`config.mk`:
```
export PLATFORM = sky130hd
export DESIGN_NAME = alu
export DESIGN_NICKNAME = d
export VERILOG_FILES = /design/src/rtl/alu.sv
export SDC_FILE = /design/constraint.sdc
export NUM_CORES = 1
export LEC_CHECK = 0
export CAP_MARGIN = 20
export CORE_ASPECT_RATIO = 0.75
export CORE_MARGIN = 1
export CORE_UTILIZATION = 35
export CTS_BUF_LIST = sky130_fd_sc_hd__clkbuf_8 sky130_fd_sc_hd__clkbuf_16
export DETAILED_ROUTE_END_ITERATION = 8
export PLACE_DENSITY_LB_ADDON = 0.3
export SLEW_MARGIN = 25
export SYNTH_ARGS = -nofsm -noshare
export SYNTH_HDL_FRONTEND = slang
export SYNTH_SLANG_ARGS = --single-unit
```
`constraint.sdc`:
```
create_clock -name clk -period 5.4 [get_ports clk]
set_clock_uncertainty 0.1 [all_clocks]
set_input_delay 1.08 -clock clk [delete_from_list [all_inputs] [get_ports clk]]
set_output_delay 1.08 -clock clk [all_outputs]
set_load 0.03 [all_outputs]
```
`src/rtl/alu.sv`:
```
// Signed 16x16 arithmetic unit for the FIR datapath: MUL, ADD, MAC and CLR with
// a single-cycle registered result and one internal running accumulator.
module alu #(
  parameter int DATA_W = 16,
  parameter int OUT_W  = 32
) (
  input  logic                     clk,
  input  logic                     rst,
  input  logic [1:0]               op_sel,
  input  logic signed [DATA_W-1:0] a,
  input  logic signed [DATA_W-1:0] b,
  output logic signed [OUT_W-1:0]  result
);

  typedef enum logic [1:0] {
    OP_MUL = 2'b00,
    OP_ADD = 2'b01,
    OP_MAC = 2'b10,
    OP_CLR = 2'b11
  } op_e;

  op_e                     op;
  logic signed [OUT_W-1:0] a_ext;
  logic signed [OUT_W-1:0] b_ext;
  logic signed [OUT_W-1:0] prod;
  logic signed [OUT_W-1:0] sum;
  logic signed [OUT_W-1:0] mac_sum;
  logic signed [OUT_W-1:0] acc;
  logic signed [OUT_W-1:0] acc_next;
  logic signed [OUT_W-1:0] result_next;

  // Operands are sign-extended to full width first so the product is exact
  // and the add cannot overflow; the MAC sum simply wraps modulo 2^OUT_W.
  always_comb begin
    op      = op_e'(op_sel);
    a_ext   = OUT_W'(a);
    b_ext   = OUT_W'(b);
    prod    = a_ext * b_ext;
    sum     = a_ext + b_ext;
    mac_sum = acc + prod;
  end

  always_comb begin
    acc_next    = acc;
    result_next = '0;
    case (op)
      OP_MUL: result_next = prod;
      OP_ADD: result_next = sum;
      OP_MAC: begin
        acc_next    = mac_sum;
        result_next = mac_sum;
      end
      OP_CLR: begin
        acc_next    = '0;
        result_next = '0;
      end
      default: begin
        acc_next    = acc;
        result_next = '0;
      end
    endcase
  end

  always_ff @(posedge clk or negedge rst) begin
    if (!rst) begin
      acc    <= '0;
      result <= '0;
    end else begin
      acc    <= acc_next;
      result <= result_next;
    end
  end

endmodule

```
# [After elaboration in Yosys (flattened, before gate mapping)]
# Index checks and enable logic that the tools add are counted.
[totals] reg_bits=64 latchBits=0 mem_bits_rw=0 mem_bits_ro=0 inputBits=36 out_inout_bits=32 wordCells=12 mem_count=0
[op_classes] n_addsub=2 n_mul=1 div_mod_pow=0 magnitude_cmp=0 eq_ne=3 shifts=0 muxes=2 n_bitwise=0 reduce_logical=2
[ops] op="$pmux 32 s4" n=1
[ops] op="$pmux 32 s2" n=1
[ops] op="$add 32x32->32" n=1
[ops] op="$mul 16x16->32" n=1
[ops] op="$add 16x16->17" n=1
[ops] op="$eq 2x2->1 const B" n=2
[ops] op="$eq 2x1->1 const B" n=1
[ops] op="$logic_not 2->1" n=1
[ops] op="$reduce_bool 2->1" n=1

# [Depth between registers and ports, before layout]
[depth] depth_word=3 mapped_depth=35 ltp_nobuf=33

# [Worst setup path before layout]
# OpenSTA, ideal clock, no wires.
[synth_path] path_kind="input port to flip-flop" startpoint="in a[15]" endpoint="reg result[31]" setup_time_ns=0.101 arrival_time_ns=8.277 t_required_ns=5.199 setup_slack_ns=-3.078 cell_stages=33 cell_sequence="clkbuf_1 -> clkbuf_1 -> nand2_1 -> inv_1 -> fa_1 -> inv_1 -> fa_1 -> inv_1 -> fa_1 -> fa_1 -> fa_1 -> inv_1 -> fa_1 -> inv_1 -> ha_1 -> a21oi_1 -> o21ai_0 -> or2_2 -> a21boi_1 -> a21o_1 -> a31o_1 -> a21oi_1 -> xnor2_1 -> ha_1 -> a21o_1 -> or2_2 -> o22ai_1 -> nor2_1 -> o21ai_0 -> a211o_1 -> nand3_1 -> and3_1 -> nor4_1"
[synth_via] elab_chain_cells=3 word_cells_on_any_way=4 cone_classes="add/sub: 2; mul: 1; mux: 1"
[synth_lines] item="from (decl)" line_no="10" rtl="input logic signed [DATA_W-1:0] a,"
[synth_lines] item="$mul 16x16->32" line_no="38" rtl="prod = a_ext * b_ext;"
[synth_lines] item="$add 32x32->32" line_no="40" rtl="mac_sum = acc + prod;"
[synth_lines] item="$pmux 32 s4 *" line_no="46" rtl="case (op)"
[synth_lines] item="via result_next[31]" line_no="30" rtl="logic signed [OUT_W-1:0] result_next;"
[synth_lines] item="to (signal assigned)" line_no="70" rtl="result <= result_next;"
[synth_lines] item="to (decl)" line_no="12" rtl="output logic signed [OUT_W-1:0] result"
# The timed path passes the listed nets; every way through them passes the cells marked *.
# A chain may end at the register's enable or synchronous reset.

# [Final worst setup path]
[layout_path] startpoint="in b[4]" endpoint="reg result[29]"
[layout_via] elab_chain_cells=3 word_cells_on_any_way=4 cone_classes="add/sub: 2; mul: 1; mux: 1"
[layout_lines] item="from (decl)" line_no="11" rtl="input logic signed [DATA_W-1:0] b,"
[layout_lines] item="$mul 16x16->32" line_no="38"
[layout_lines] item="$add 32x32->32" line_no="40"
[layout_lines] item="$pmux 32 s4 *" line_no="46"
[layout_lines] item="via result_next[29]" line_no="30"
# Marks and branches as above.

==> out/qor.yml <==
logic_synthesis:
  seq_area_frac_synth: 0.1110
  synth_nets: 2035
  yosysTopAreaCellShare: 0.3663
  synth_edf_count: 0
  syn_avg_cell_area_um2: 8.991
  syn_inst: 1605
  synth_ff_type: "dfrtp_1"
  netlist_area_um2: 14430
  yosysTopAreaCell: "fa_1"
  yosys_register_bits: 64
  synthDistinctLibCells: 62
  ys_top_cells_by_area: "fa_1 37%, ha_1 11%, dfrtp_1 11%, inv_1 8.9%, and2_1 5.3%"
  ys_async_sr_fraction: 1.000
  ys_warn_count: 0
drt:
  routed_via_density: 4.916
  drt-total-wl_mm: 45.06
  final_antenna_net_count: 0
  drc: 0
  firstDrtPassIters: 5
  drt_iter0_drc: 705
  num_vias: 12770
  wire_per_inst_um: 17.35
clock_network:
  clockBufferDepth: 2
  cts.sinks: 64
  clkTransAtPathRegs_ns: 0.05
  cts_hold_buf: 0
  h-tree-depth: 3
  cts-root-buf: "clkbuf_16"
  cts_buffers: 9
  tritoncts: "yes"
  clk_latency_ns: 0.36
critical_path:
  cp_max_fo: 5
  crit_buf_inv: 9
  reg2reg_to: "result[28]$_DFF_PN0_"
  reg2reg_depth: 13
  crit_family: "adder cells"
  worstPathRequired_ns: 5.51
  crit_end: "result[29]$_DFF_PN0_"
  cp_num_cells: 33
  cp-start-kind: "input pin"
  startpoint: "b[4]"
  regToRegSetupSlack_ns: 2.31
  crit_type: "in -> reg"
  endpoint_kind: "register"
  rr_startpoint: "acc[0]$_DFFE_PN0P_"
  max_stage_delay_ns: 0.61
  critical_path.slowest_cell: "fa_2"
  cp.arrival_ns: 8.07
sta:
  timing.fmax_mhz: 125.6
  relSlewSlack: 0.4214
  hold_violations: 0
  finalWorstSetupSlack_ns: -2.559
  slew_violations: 0
  rsz0062_at_grt: "true"
  period_share: 1.474
  period_needed_ns: 7.959
  setup_viol: 50
  tightestPinTransition_ns: 0.8679
  fin_hold_ws_ns: 0.3951
placement:
  portBuffers: 67
  placedCellCount: 2457
  hpwl_mm: 34.49
  gp_congestion: 0.9028
  dpl_cell_area_um2: 18400
global_route:
  grt_usage: 0.2216
  grt_pass1_wl_mm: 72.65
  grt_max_degree: 65
  antenna_found_initial: 1
  gr-total-overflow: 0
  grt_pass1_vias: 13810
die:
  num_rows: 64
  start_util: 0.3547
  die_w_um: 236.5
  dieArea_um2: 42050
  coreArea_um2: 40680
  ios: 68
  die_h_um: 177.8
finish:
  nets: 2493
  syn2layout_area_growth_pct: 46.67
  final_cell_mix: "338 x buf_4, 307 x inv_1, 251 x fa_1"
  final_common_cell: "buf_4"
  design_area_um2: 21160
  final_cells: 2597
  drive_gt1_frac: 0.3574
flow_run:
  maxCapViolCount: 0
hold_path:
  worstHoldPathType: "reg -> reg"
run_status:
  violations: "negative setup slack"
  outcome: "finished with violations"
## cells in the mapped netlist, types with 2 or more instances
cell type	n
and3_1	4
o31a_1	2
or3_1	5
nand2_1	165
a31o_1	2
o32ai_1	2
a21o_1	27
a31oi_1	6
nand3b_1	5
inv_1	344
nor2b_1	5
a211oi_1	11
and2_1	123
clkbuf_1	42
a211o_1	7
nand3_1	18
nor3_1	18
o21ai_0	63
a2111oi_0	2
a211oi_2	2
a311o_1	2
a221o_1	2
mux2i_1	11
ha_1	130
a21oi_1	65
nor4_1	3
and4_1	2
o21ai_1	2
a22o_1	2
o2bb2ai_1	6
o211ai_1	10
nor2_1	45
o21bai_1	8
o21a_1	14
or4_1	3
xor2_1	17
or2_2	6
xnor2_1	50
fa_1	264
dfrtp_1	64
nand2b_1	10
nand4_1	8
o22ai_1	5
buf_1	5
## state kept, by name, summed over array words and instances, names as in the netlist
name,flops
result,32
acc,32
## worst min-delay path by stage
stage / start / end / slack, ns / depth (start not counted)
floorplan: acc[14]$_DFFE_PN0P_ / acc[14]$_DFFE_PN0P_ / 0.36 / 1
global route: acc[12]$_DFFE_PN0P_ / acc[12]$_DFFE_PN0P_ / 0.41 / 1
detailed placement: acc[14]$_DFFE_PN0P_ / acc[14]$_DFFE_PN0P_ / 0.38 / 1
CTS: acc[14]$_DFFE_PN0P_ / acc[14]$_DFFE_PN0P_ / 0.39 / 1
finish: acc[27]$_DFFE_PN0P_ / acc[27]$_DFFE_PN0P_ / 0.40 / 1
global placement: acc[14]$_DFFE_PN0P_ / acc[14]$_DFFE_PN0P_ / 0.37 / 1
## through the flow
| stage | util | setup TNS, ns | worst slack, ns |
|---|---|---|---|
| floorplan | - | -73.06 | -2.275 |
| global placement | 0.4524 | -135.74 | -3.496 |
| detailed placement | 0.4524 | -136.92 | -3.424 |
| CTS | 0.5002 | -96.52 | -2.561 |
| global route | 0.5202 | -109.03 | -2.923 |
| finish | 0.5203 | -97.16 | -2.559 |
## worst register-to-register path, delay by kind of cell (launching register included)
kind | cells | cell delay, ns
AO/OA/AOI/OAI | 6 | 1.21
adder cells (fa/ha/maj) | 2 | 0.63
AND/OR/NAND/NOR | 2 | 0.38
flip-flops | 1 | 0.35
buffers and inverters | 2 | 0.17
multiplexers | 1 | 0.13
## final cells by class
| cell class | count | area [µm²] |
|---|---|---|
| sequential | 64 | 1602 |
| clock buffer | 9 | 225.2 |
| clock inverter | 7 | 96.34 |
| timing repair buffer | 494 | 4359 |
| tap | 528 | 660.6 |
| inverter | 345 | 1303 |
| multi-input combinational | 1149 | 12920 |
| fill | 3696 | 19520 |
| antenna | 1 | 2.502 |
## kinds of logic (layout without fill, tap and decap cells)
| kind of cell | after synthesis | in the layout | share of synthesized area |
|---|---|---|---|
| buf+inv | 392 | 855 | 0.1020 |
| xor+xnor | 67 | 67 | 0.04067 |
| mux | 11 | 11 | 0.007631 |
| other cells | 0 | 1 | 0 |
| flops | 64 | 64 | 0.1110 |
| compound gates | 256 | 256 | 0.1157 |
| simple gates | 421 | 421 | 0.1441 |
| fa+ha+maj | 394 | 394 | 0.4790 |
## what timing repair did
action                     CTS  global route
setup endpoints to repair   52            52
setup buffers              100            41
gates resized for setup    309           140
cloned                       2             0
pin swaps                  206           142
## metal layers
| metal | track usage | share of wire |
|---|---|---|
| met4 | 0.04627 | 0.018 |
| met5 | 0 | 0 |
| met1 | 0.3002 | 0.44 |
| met2 | 0.3712 | 0.48 |
| met3 | 0.03889 | 0.056 |
Power is not shown: default switching activity piles up to over one toggle a cycle in this logic, so the estimate is an artifact.
